## src/rtl/uart_rx_pkg.sv

```systemverilog
// Shared definitions for the UART receiver: FSM state encoding and default bit period.
package uart_rx_pkg;

  localparam int CLKS_PER_BIT_DEFAULT = 10417;

  typedef enum logic [2:0] {
    IDLE,
    START,
    DATA,
    STOP,
    WAIT_HIGH
  } rx_state_t;

endpackage

```

## src/rtl/rx_sync.sv

```systemverilog
// Two-flop synchronizer for the raw serial line plus a registered falling-edge detector.
module rx_sync (
  input  logic clk,
  input  logic rst,
  input  logic rx,
  output logic rx_s,
  output logic fall
);

  localparam int STAGES = 2;

  logic [STAGES-1:0] sync_reg;
  logic              fall_reg;

  // Flops reset to 1 so a released reset never looks like a start edge.
  always_ff @(posedge clk) begin
    if (rst) begin
      sync_reg <= '1;
      fall_reg <= 1'b0;
    end else begin
      sync_reg <= {sync_reg[STAGES-2:0], rx};
      fall_reg <= sync_reg[STAGES-1] & ~sync_reg[STAGES-2];
    end
  end

  assign rx_s = sync_reg[STAGES-1];
  assign fall = fall_reg;

endmodule

```

## src/rtl/uart_rx.sv

```systemverilog
// 8N1 UART receiver: start-bit validation at mid-bit, LSB-first data, stop-bit check.
module uart_rx
  import uart_rx_pkg::*;
#(
  parameter int CLKS_PER_BIT = CLKS_PER_BIT_DEFAULT
) (
  input  logic       clk,
  input  logic       rst,
  input  logic       rx,
  output logic [7:0] recv_data,
  output logic       recv_valid,
  output logic       frame_err,
  output logic       busy
);

  localparam int             CW        = $clog2(CLKS_PER_BIT);
  localparam logic [CW-1:0]  HALF_LAST = CW'(CLKS_PER_BIT / 2 - 1);
  localparam logic [CW-1:0]  BIT_LAST  = CW'(CLKS_PER_BIT - 1);
  localparam logic [CW-1:0]  CNT_ONE   = CW'(1);

  logic          rx_s;
  logic          fall;
  rx_state_t     state_reg;
  logic [CW-1:0] cnt_reg;
  logic [2:0]    idx_reg;
  logic [7:0]    shift_reg;
  logic [7:0]    data_reg;
  logic          valid_reg;
  logic          err_reg;
  logic          busy_reg;

  rx_sync u_sync (
    .clk  (clk),
    .rst  (rst),
    .rx   (rx),
    .rx_s (rx_s),
    .fall (fall)
  );

  always_ff @(posedge clk) begin
    if (rst) begin
      state_reg <= IDLE;
      cnt_reg   <= '0;
      idx_reg   <= '0;
      shift_reg <= '0;
      data_reg  <= '0;
      valid_reg <= 1'b0;
      err_reg   <= 1'b0;
      busy_reg  <= 1'b0;
    end else begin
      valid_reg <= 1'b0;
      err_reg   <= 1'b0;
      case (state_reg)
        IDLE: begin
          if (fall) begin
            state_reg <= START;
            cnt_reg   <= '0;
            busy_reg  <= 1'b1;
          end
        end
        START: begin
          if (cnt_reg == HALF_LAST) begin
            cnt_reg <= '0;
            if (!rx_s) begin
              state_reg <= DATA;
              idx_reg   <= '0;
            end else begin
              state_reg <= IDLE;
              busy_reg  <= 1'b0;
            end
          end else begin
            cnt_reg <= cnt_reg + CNT_ONE;
          end
        end
        DATA: begin
          if (cnt_reg == BIT_LAST) begin
            cnt_reg            <= '0;
            shift_reg[idx_reg] <= rx_s;
            idx_reg            <= idx_reg + 3'd1;
            if (idx_reg == 3'd7) begin
              state_reg <= STOP;
            end
          end else begin
            cnt_reg <= cnt_reg + CNT_ONE;
          end
        end
        STOP: begin
          if (cnt_reg == BIT_LAST) begin
            cnt_reg <= '0;
            if (rx_s) begin
              data_reg  <= shift_reg;
              valid_reg <= 1'b1;
              state_reg <= IDLE;
              busy_reg  <= 1'b0;
            end else begin
              err_reg   <= 1'b1;
              state_reg <= WAIT_HIGH;
            end
          end else begin
            cnt_reg <= cnt_reg + CNT_ONE;
          end
        end
        // Line stuck low after a bad stop bit: wait for idle before re-arming.
        WAIT_HIGH: begin
          if (rx_s) begin
            state_reg <= IDLE;
            busy_reg  <= 1'b0;
          end
        end
        default: begin
          state_reg <= IDLE;
          busy_reg  <= 1'b0;
        end
      endcase
    end
  end

  assign recv_data  = data_reg;
  assign recv_valid = valid_reg;
  assign frame_err  = err_reg;
  assign busy       = busy_reg;

endmodule

```

## config.mk

```make
export PLATFORM = sky130hd
export DESIGN_NAME = uart_rx
export DESIGN_NICKNAME = d
export VERILOG_FILES = /design/src/rtl/uart_rx_pkg.sv /design/src/rtl/rx_sync.sv /design/src/rtl/uart_rx.sv
export SDC_FILE = /design/constraint.sdc
export NUM_CORES = 1
export LEC_CHECK = 0
export ABC_CLOCK_PERIOD_IN_PS = 3260
export CORE_ASPECT_RATIO = 1.5
export CORE_MARGIN = 1.5
export CORE_UTILIZATION = 50
export DETAILED_ROUTE_END_ITERATION = 8
export HOLD_SLACK_MARGIN = 0.05
export PLACE_DENSITY = 0.73
export RECOVER_POWER = 25
export SYNTH_ARGS = -nofsm -noshare
export SYNTH_HDL_FRONTEND = slang
export SYNTH_SLANG_ARGS = --single-unit
export TNS_END_PERCENT = 20
```

## constraint.sdc

```tcl
create_clock -name clk -period 3.26 [get_ports clk]
set_clock_uncertainty 0.05 [all_clocks]
set_input_delay 0.489 -clock clk [delete_from_list [all_inputs] [get_ports clk]]
set_output_delay 0.489 -clock clk [all_outputs]
set_load 0.03 [all_outputs]
```

# Word level (Yosys, flattened, before mapping)

Cells that the tools add are included.

Register bits: 42
Latch bits: 0
Memory bits (writable): 0
Memory bits (read-only): 0
Input port bits: 3
Output and inout bits: 11
Word-level logic and storage cells: 72
Memories kept: 0

Add/sub/neg operators: 2
$mul: 0
Div/mod/pow operators: 0
$lt $le $gt $ge: 2
Equal/unequal tests: 14
Shift-type cells: 0
Muxes and demuxes: 27
Bitwise logic cells: 5
Reduce and logical (&&, ||, !) cells: 12

Operators with widths:

| kind                                                               | count |
|---|---|
| two-way mux 14 bit                                                 | 3 |
| case mux 14 bit (3 select lines)                                   | 1 |
| two-way mux 3 bit                                                  | 10 |
| case mux 3 bit (5 select lines)                                    | 1 |
| adder 14 x 1 -> 14 bit (second input constant)                     | 1 |
| == test 14 x 13 -> 1 bit (second input constant)                   | 1 |
| == test 14 bit (second input constant)                             | 1 |
| != test 2 bit (second input constant)                              | 5 |
| bitwise mux 8 bit                                                  | 1 |
| AND reduction 4 bit                                                | 2 |
| two-way mux 1 bit                                                  | 7 |
| == test 3 x 2 -> 1 bit (second input constant)                     | 2 |
| == test 3 bit (second input constant)                              | 2 |
| case mux 3 bit (2 select lines)                                    | 1 |
| AND reduction 6 bit                                                | 1 |
| case mux 1 bit (5 select lines)                                    | 1 |
| less-than comparator 3 x 4 -> 1 bit (second input constant)        | 1 |
| != test 2 x 1 -> 1 bit (second input constant)                     | 2 |
| NOT 1 bit                                                          | 4 |
| AND reduction 2 bit                                                | 2 |
| adder 3 x 1 -> 3 bit (second input constant)                       | 1 |
| demux 1 bit (select 3 bit)                                         | 1 |
| == test 3 x 1 -> 1 bit (second input constant)                     | 1 |
| greater-or-equal comparator 3 x 1 -> 1 bit (second input constant) | 1 |
| 9 further kinds                                                    | 9 |

# Longest topological paths before layout

Gate-level depths: netlist (run 1).

Word-level depth: 5
Depth in mapped cells: 9
Mapped depth without buffers: 7

# Modules after synthesis

From an unflattened synthesis (run 1), not the netlist that was laid out.

Cell total of the unflattened synthesis: 235
Area total of the unflattened synthesis: 2,079.5 um^2

By module, submodules not included:

| module  | instances | cells an instance | area each (um^2) | seq. area each (um^2) |
|---|---|---|---|---|
| uart_rx | 1         | 229               | 1,999.4          | 780.7 |
| rx_sync | 1         | 6                 | 80.1             | 60.1 |

# Worst setup path after synthesis (run 1)

Ideal clock, no wire load.

Path type: reg2reg
Start point: register cnt_reg[8]
End point: register cnt_reg[6]
Library setup time: 0.120 ns
Data arrival time: 1.637 ns
Required time: 3.090 ns
Path slack: 1.453 ns
Cell stages (with the launch flop): 7
Buffers on the path: 1
Period minus slack after synthesis: 1.807 ns
Cells stage by stage: dfxtp_1 > nor4b_4 > and4_1 > buf_6 > a2bb2oi_1 > nor4_1 > a211o_1

Word-level cells in the longest chain between the ends: 3

Ends and longest elaborated chain:

| what                                                       | RTL line                                    | source |
|---|---|---|
| start, declared                                            | uart_rx.sv:24                               | `logic [CW-1:0] cnt_reg;` |
| start signal, assigned                                     | uart_rx.sv:72                               | `cnt_reg <= cnt_reg + CNT_ONE;` |
| start signal, assigned                                     | uart_rx.sv:84                               | `cnt_reg <= cnt_reg + CNT_ONE;` |
| start signal, assigned                                     | uart_rx.sv:100                              | `cnt_reg <= cnt_reg + CNT_ONE;` |
| == test 14 bit or == test 14 x 13 -> 1 bit (tied branches) | uart_rx.sv:76, uart_rx.sv:88, uart_rx.sv:62 |  |
| two-way mux 14 bit, on equally long branches               | uart_rx.sv:76, uart_rx.sv:88, uart_rx.sv:62 |  |
| case mux 14 bit (3 select lines) *                         | uart_rx.sv:53                               | `case (state_reg)` |

Every way passes the cells marked *; elsewhere a longest branch is shown, timed or not.
A chain may end at the register's enable or synchronous reset.

# Worst setup path after layout (run 1)

Start point: register cnt_reg[4]
End point: register shift_reg[3]

Word-level cells in the longest chain between the ends: 2

Ends and longest elaborated chain:

| what                          | RTL line      | source |
|---|---|---|
| == test 14 bit                | uart_rx.sv:76 | `if (cnt_reg == BIT_LAST) begin` |
| AND reduction 2 bit (no line) | --            |  |
| end signal, assigned by index | uart_rx.sv:78 | `shift_reg[idx_reg] <= rx_s;` |
| end, declared                 | uart_rx.sv:26 | `logic [7:0] shift_reg;` |

Every way passes these cells.

==> impl_table.tex, run 1 <==
\begin{tabular}{lr}
\hline
Metric & Value \\
\hline
\multicolumn{2}{l}{\textbf{Drt}} \\
\quad Drt initial violations & 21 \\
\quad DRC viols & 0 \\
\quad Initial DRT Pass Iterations & 4 \\
\quad Vias after detailed routing & 1598 \\
\quad Residual antenna-violating net count after detailed routing & 0 \\
\quad DRT Wirelength & 4050 um \\
\quad Wire per inst & 14.5 um \\
\quad Via density per instance & 5.73 \\
\multicolumn{2}{l}{\textbf{Global routing}} \\
\quad Overall Global Routing Usage & 0.207 \\
\quad First-pass GRT wire length & 6600 um \\
\quad Congestion Overflow GR & 0 \\
\quad Antenna violations before repair & 0 \\
\quad Maximum number of pins on one net before global-route repair & 20 \\
\quad Via count of the first global-routing pass & 1509 \\
\multicolumn{2}{l}{\textbf{Critical path}} \\
\quad Worst-path fanout max & 11 \\
\quad Depth of the worst register-to-register path & 5 \\
\quad Crit path required time & 3.44 ns \\
\quad WS Path Type & reg -> reg \\
\quad Data arrival time of the critical path & 2.39 ns \\
\quad Crit Reg-Reg Endpoint & shift\_reg[3] \\
\quad Reg2Reg Launch Point & cnt\_reg[4] \\
\quad Reg2reg setup slack & 1.04 ns \\
\quad CP Launch Type & register \\
\quad Endpoint type of the worst setup path & register \\
\multicolumn{2}{l}{\textbf{STA}} \\
\quad Final cycle utilization of the critical path & 0.681 \\
\quad Slew at the pin closest to its max-slew limit & 0.646 ns \\
\quad Final critical delay including setup and external delays & 2.22 ns \\
\quad Final-layout setup total negative slack & 0 ns \\
\quad Hold Violations, Final & 0 \\
\quad Worst relative slew slack & 0.566 \\
\quad Number of setup violations in the final report & 0 \\
\quad Unrepaired setup endpoints after global routing & no \\
\quad Pins over their slew limit & 0 \\
\quad Max frequency & 451 MHz \\
\multicolumn{2}{l}{\textbf{Cells and area}} \\
\quad Final cell utilization of the core & 0.601 \\
\quad Design area & 2250 um\^{}2 \\
\quad Number of flip-flops in the largest register & 14 \\
\quad Number of filler cells placed in the layout & 346 \\
\quad Fraction of final layout cells with drive strength greater than 1 & 0.0678 \\
\quad Most frequent cells in the layout & sky130\_fd\_sc\_hd\_\_dfxtp\_1 (42), sky130\_fd\_sc\_hd\_\_nor2\_1 (31), sky130\_fd\_sc\_hd\_\_nand2\_1 (18) \\
\quad Post-layout net count & 242 \\
\quad Area growth from synthesis to layout & 13.2\% \\
\quad Leading cell type in the layout, fill and taps excluded & sky130\_fd\_sc\_hd\_\_dfxtp\_1 \\
\quad Antenna Cells & 0 \\
\multicolumn{2}{l}{\textbf{CTS}} \\
\quad Post-cts hold buffer count & 0 \\
\quad Bufs on Longest Clock Path & 2 \\
\quad H-Tree Depth & 2 \\
\quad \# resized after CTS & 0 \\
\quad Clock tree from TritonCTS & done \\
\quad Register clock-pin slew on the reported worst setup and hold paths & 0.08 ns \\
\quad Root buffer selected by CTS & sky130\_fd\_sc\_hd\_\_clkbuf\_8 \\
\quad Post-CTS Repair Setup Buffers & 0 \\
\quad Clock sink total & 42 \\
\quad Number of buffers added by the clock tree synthesis step & 5 \\
\quad Latest clock arrival within the worst-skew pair & 0.29 ns \\
\multicolumn{2}{l}{\textbf{Placed design}} \\
\quad HPWL after detailed placement & 2900 um \\
\quad PortBufs & 13 \\
\quad Placed standard-cell area & 2120 um\^{}2 \\
\quad Routability Congestion & 0.881 \\
\multicolumn{2}{l}{\textbf{Yosys}} \\
\quad Number of distinct library cell variants in the gate-level netlist after synthesis & 46 \\
\quad Flops \& latches, synth & 42 \\
\quad Area of the mapped netlist & 1990 um\^{}2 \\
\quad Number of enable-type register cells in the synthesized netlist & 0 \\
\quad Main flop type after synthesis & sky130\_fd\_sc\_hd\_\_dfxtp\_1 \\
\quad Post-synthesis instance total & 228 \\
\quad Synthesized Nets & 235 \\
\quad Post-synth ARST share & 0 \\
\quad Yosys warning count & 0 \\
\quad Part of the Yosys area used for sequential elements & 0.423 \\
\quad Mean area per synthesized cell & 8.73 um\^{}2 \\
\multicolumn{2}{l}{\textbf{Power}} \\
\quad Leakage dissipation & 0.907 nW \\
\quad Power density relative to cell area & 497 nW/um\^{}2 \\
\quad Peak supply drop & 0.342 mV \\
\multicolumn{2}{l}{\textbf{Floorplanning}} \\
\quad Number of rows in the core area & 27 \\
\quad Die area & 4370 um\^{}2 \\
\quad Die width & 54.5 um \\
\quad Die H & 80.3 um \\
\quad Starting density of the core & 0.531 \\
\quad Boundary pin count & 14 \\
\quad Core region area & 3750 um\^{}2 \\
\multicolumn{2}{l}{\textbf{Min path}} \\
\quad Type of the most critical hold path & reg -> reg \\
\quad Number of cells on the worst hold path & 1 \\
\quad Sink of the worst hold path & u\_sync.sync\_reg[1] \\
\quad Launch point of the worst hold path & u\_sync.sync\_reg[0] \\
\multicolumn{2}{l}{\textbf{Outcome}} \\
\quad Result of the run & finished clean \\
\multicolumn{2}{l}{\textbf{Flow run}} \\
\quad Number of max-cap violations & 0 \\
\hline
\end{tabular}
## metal layers
| layer | wire (um) | vias up | global-route usage |
|---|---|---|---|
| met5 | 0 | - | 0 |
| met1 | 1680 | 747 | 0.210 |
| met4 | 95 | 0 | 0.0900 |
| met3 | 78 | 7 | 0.0390 |
| met2 | 2190 | 21 | 0.387 |
| li1 | - | 823 | - |
## cell families after synthesis
family | synth area share
mux | 0.0660
simple gates | 0.303
xor+xnor | 0.0308
buf+inv | 0.0402
compound gates | 0.113
fa+ha+maj | 0.0252
flops | 0.423
## Yosys cell counts, types with 3 or more instances
cell                       count  area [um^2]
sky130_fd_sc_hd__dfxtp_1      42          841
sky130_fd_sc_hd__nor2_1       31          116
sky130_fd_sc_hd__nand2_1      18         67.6
sky130_fd_sc_hd__mux2i_1      12          120
sky130_fd_sc_hd__a21oi_1       9         45.0
sky130_fd_sc_hd__nand3_1       9         45.0
sky130_fd_sc_hd__clkbuf_1      8         30.0
sky130_fd_sc_hd__o21ai_0       7         35.0
sky130_fd_sc_hd__or3_1         7         43.8
sky130_fd_sc_hd__nor3_1        6         30.0
sky130_fd_sc_hd__xor2_1        6         52.6
sky130_fd_sc_hd__nand4_1       5         31.3
sky130_fd_sc_hd__and3_1        4         25.0
sky130_fd_sc_hd__buf_2         4         20.0
sky130_fd_sc_hd__ha_1          4         50.1
sky130_fd_sc_hd__inv_1         4         15.0
sky130_fd_sc_hd__nor3b_1       4         30.0
sky130_fd_sc_hd__or2_2         4         25.0
sky130_fd_sc_hd__a211oi_1      3         22.5
sky130_fd_sc_hd__a21o_1        3         22.5
sky130_fd_sc_hd__nand4b_1      3         26.3
sky130_fd_sc_hd__nor2b_1       3         18.8
sky130_fd_sc_hd__or4_1         3         22.5
## final cells by class
cell class                      count  area (um^2)  area share
Clock buffer                        6         82.6      0.0367
Clock inverter                      2         60.1      0.0267
Inverter                            4         15.0     0.00667
Multi-Input combinational cell    168         1060       0.472
Sequential cell                    42          841       0.373
Tap cell                           43         53.8      0.0239
Timing Repair Buffer               14          138      0.0611
## power breakdown
group	internal, mW	switching, mW
registers	0.520	0.0126
logic	0.0267	0.0524
clock network	0.327	0.180
total	0.874	0.245
## stage by stage
stage	setup slack [ns]	cells	total power, mW	hold slack [ns]
6_report	1.04	279	1.12	0.389
5_1_grt	0.862	279	1.15	0.401
4_1_cts	1.02	279	1.13	0.394
3_5_place_dp	1.05	271	0.625	0.375
3_3_place_gp	1.06	271	0.623	0.367
2_1_floorplan	1.45	228	0.603	0.353
## worst max-delay path by stage
stage	from	endpoint	cells past startpoint	slack, ns
global route	cnt_reg[0]	cnt_reg[9]	7	0.86
floorplan	cnt_reg[8]	cnt_reg[6]	6	1.45
detailed placement	rst	cnt_reg[8]	4	1.05
global placement	rst	cnt_reg[5]	4	1.06
CTS	cnt_reg[4]	shift_reg[3]	5	1.02
finish	cnt_reg[4]	shift_reg[3]	5	1.04
## worst max-delay path, cell delays in order (launching register included)
cell and delay, ns:
sky130_fd_sc_hd__dfxtp_1 0.43, sky130_fd_sc_hd__nor4b_4 0.32, sky130_fd_sc_hd__and4_1 0.42, sky130_fd_sc_hd__nand2_1 0.25, sky130_fd_sc_hd__or4_1 0.54, sky130_fd_sc_hd__a21oi_1 0.14
Note: power is estimated with default switching activity, not from simulation.
==> inputs of run 2 (changes only) <==
ABC_CLOCK_PERIOD_IN_PS = 2070   (was 3260)
clock period = 2.07 ns   (was 3.26 ns; I/O delays follow)
==> impl_table.tex, run 2 (synthesis results as in run 1) <==
\begin{tabular}{lr}
\hline
Metric & Value \\
\hline
\multicolumn{2}{l}{\textbf{Cells and area}} \\
\quad Leading cell type in the layout, fill and taps excluded & sky130\_fd\_sc\_hd\_\_dfxtp\_1 \\
\quad Number of filler cells placed in the layout & 317 \\
\quad Fraction of final layout cells with drive strength greater than 1 & 0.119 \\
\quad Filler-free cell count of the finished design & 295 \\
\quad Design area & 2330 um\^{}2 \\
\quad Post-layout net count & 258 \\
\quad Number of flip-flops in the largest register & 14 \\
\quad Footprint of the multi-input gates & 1070 um\^{}2 \\
\quad Area growth from synthesis to layout & 17.4\% \\
\quad Antenna Cells & 0 \\
\quad Register Area & 842 um\^{}2 \\
\quad Most frequent cells in the layout & sky130\_fd\_sc\_hd\_\_dfxtp\_1 (41), sky130\_fd\_sc\_hd\_\_nor2\_1 (31), sky130\_fd\_sc\_hd\_\_nand2\_1 (18) \\
\multicolumn{2}{l}{\textbf{Flow run}} \\
\quad Number of max-cap violations & 0 \\
\multicolumn{2}{l}{\textbf{Critical path}} \\
\quad Reg2reg setup slack & 0.16 ns \\
\quad Worst-path fanout max & 6 \\
\quad Endpoint type of the worst setup path & register \\
\quad Data arrival time of the critical path & 2.09 ns \\
\quad CP Launch Type & register \\
\quad Crit path required time & 2.25 ns \\
\quad WS Path Type & reg -> reg \\
\multicolumn{2}{l}{\textbf{CTS}} \\
\quad Bufs on Longest Clock Path & 2 \\
\quad Root buffer selected by CTS & sky130\_fd\_sc\_hd\_\_clkbuf\_8 \\
\quad Post-CTS Repair Setup Buffers & 0 \\
\quad Register clock-pin slew on the reported worst setup and hold paths & 0.07 ns \\
\quad Clock sink total & 42 \\
\quad Latest clock arrival within the worst-skew pair & 0.29 ns \\
\quad H-Tree Depth & 2 \\
\quad Number of buffers added by the clock tree synthesis step & 5 \\
\quad Clock tree from TritonCTS & done \\
\multicolumn{2}{l}{\textbf{Floorplanning}} \\
\quad Die width & 54.5 um \\
\quad Die area & 4370 um\^{}2 \\
\quad Boundary pin count & 14 \\
\quad Starting density of the core & 0.531 \\
\quad Die H & 80.3 um \\
\quad Core region area & 3750 um\^{}2 \\
\quad Number of rows in the core area & 27 \\
\multicolumn{2}{l}{\textbf{STA}} \\
\quad Worst Setup Slack, final & 0.161 ns \\
\quad Hold Violations, Final & 0 \\
\quad Final cycle utilization of the critical path & 0.922 \\
\quad Number of setup violations in the final report & 0 \\
\quad Unrepaired setup endpoints after global routing & no \\
\quad Worst relative slew slack & 0.727 \\
\quad Final-layout setup total negative slack & 0 ns \\
\quad Max frequency & 524 MHz \\
\quad Slew at the pin closest to its max-slew limit & 0.410 ns \\
\quad Pins over their slew limit & 0 \\
\quad Final critical delay including setup and external delays & 1.91 ns \\
\quad Hold slack final & 0.380 ns \\
\multicolumn{2}{l}{\textbf{Global routing}} \\
\quad Via count of the first global-routing pass & 1539 \\
\quad Congestion Overflow GR & 0 \\
\quad Overall Global Routing Usage & 0.208 \\
\quad First-pass GRT wire length & 6740 um \\
\quad Antenna violations before repair & 0 \\
\quad Maximum number of pins on one net before global-route repair & 21 \\
\multicolumn{2}{l}{\textbf{Power}} \\
\quad Power density relative to cell area & 687 nW/um\^{}2 \\
\quad Part of the total power dissipated in sequential elements & 0.519 \\
\quad Leakage dissipation & 0.970 nW \\
\quad Internal Dissipation & 1.24 mW \\
\quad Switching part of the total & 0.230 \\
\quad Power share of the clock group & 0.388 \\
\quad Share of power burned in combinational logic & 0.093 \\
\quad Peak supply drop & 0.644 mV \\
\quad Switching power total & 368 uW \\
\multicolumn{2}{l}{\textbf{Placed design}} \\
\quad PortBufs & 13 \\
\quad Worst setup timing slack at the placement stage & 0.130 ns \\
\quad HPWL after detailed placement & 3030 um \\
\quad Number of cells in the design after placement & 287 \\
\quad Placed standard-cell area & 2240 um\^{}2 \\
\quad Routability Congestion & 0.893 \\
\multicolumn{2}{l}{\textbf{Outcome}} \\
\quad Result of the run & finished clean \\
\multicolumn{2}{l}{\textbf{Drt}} \\
\quad Residual antenna-violating net count after detailed routing & 0 \\
\quad Initial DRT Pass Iterations & 4 \\
\quad Wire per inst & 13.4 um \\
\quad Vias after detailed routing & 1685 \\
\quad DRC viols & 0 \\
\quad Drt initial violations & 30 \\
\quad Via density per instance & 5.71 \\
\quad DRT Wirelength & 3950 um \\
\multicolumn{2}{l}{\textbf{Min path}} \\
\quad Type of the most critical hold path & reg -> reg \\
\hline
\end{tabular}
-- run 2: cell types whose count changed in the layout (fill, tap and decap cells not counted), sizes merged --
cell | before | now
buf | 1 | 14
clkbuf | 6 | 10
clkdlybuf4s50 | 10 | 7
dlygate4sd3 | 3 | 6
bufinv | 2 | 1
-- run 2: repair_timing --
action,4_1_cts,5_1_grt
resized for setup,0,4
hold endpoints to repair,0,0
setup endpoints to repair,0,6
hold buffers,0,0
-- run 2: critical path: stages (launching register included) --
cell	delay [ns]
sky130_fd_sc_hd__dfxtp_1	0.34
sky130_fd_sc_hd__inv_1	0.08
sky130_fd_sc_hd__ha_1	0.13
sky130_fd_sc_hd__nor2b_1	0.18
sky130_fd_sc_hd__and4_4	0.28
sky130_fd_sc_hd__nand2_1	0.13
sky130_fd_sc_hd__buf_4	0.19
sky130_fd_sc_hd__or3_1	0.33
sky130_fd_sc_hd__a21oi_1	0.14
-- run 2: metal layers --
layer | vias up | routed length, um | track usage
met5 | - | 0 | 0
met4 | 0 | 69 | 0.0900
met3 | 9 | 101 | 0.0465
met2 | 29 | 2170 | 0.372
met1 | 790 | 1610 | 0.222
li1 | 857 | - | -
-- run 2: power by group through the flow --
stage                     Sequential, mW  Clock, mW  Combinational (mW)
after CTS                          0.832      0.643               0.151
after floorplan                    0.850          0              0.0999
after global routing               0.834      0.679               0.165
after global placement             0.850          0               0.149
final                              0.832      0.623               0.149
after detailed placement           0.851          0               0.150
-- run 2: worst paths after layout --
kind | startpoint | end | cells after the start
worst min-delay path | u_sync.sync_reg[0] | u_sync.sync_reg[1] | 1
worst max-delay path | cnt_reg[0] | shift_reg[5] | 8
worst max register to register | cnt_reg[0] | shift_reg[5] | 8
worst min register to register | u_sync.sync_reg[0] | u_sync.sync_reg[1] | 1
-- run 2: cell type report --
class,instances,area share
Clock inverter,1,0.0129
Multi-Input combinational cell,168,0.459
Inverter,4,0.00643
Clock buffer,7,0.0327
Tap cell,43,0.0230
Sequential cell,42,0.361
Timing Repair Buffer,30,0.106
-- run 2: stage by stage --
stage	util	total power, mW
3_3_place_gp	0.596	0.999
4_1_cts	0.625	1.63
5_1_grt	0.623	1.68
3_5_place_dp	0.596	1.00
6_report	0.623	1.60
2_1_floorplan	-	0.950
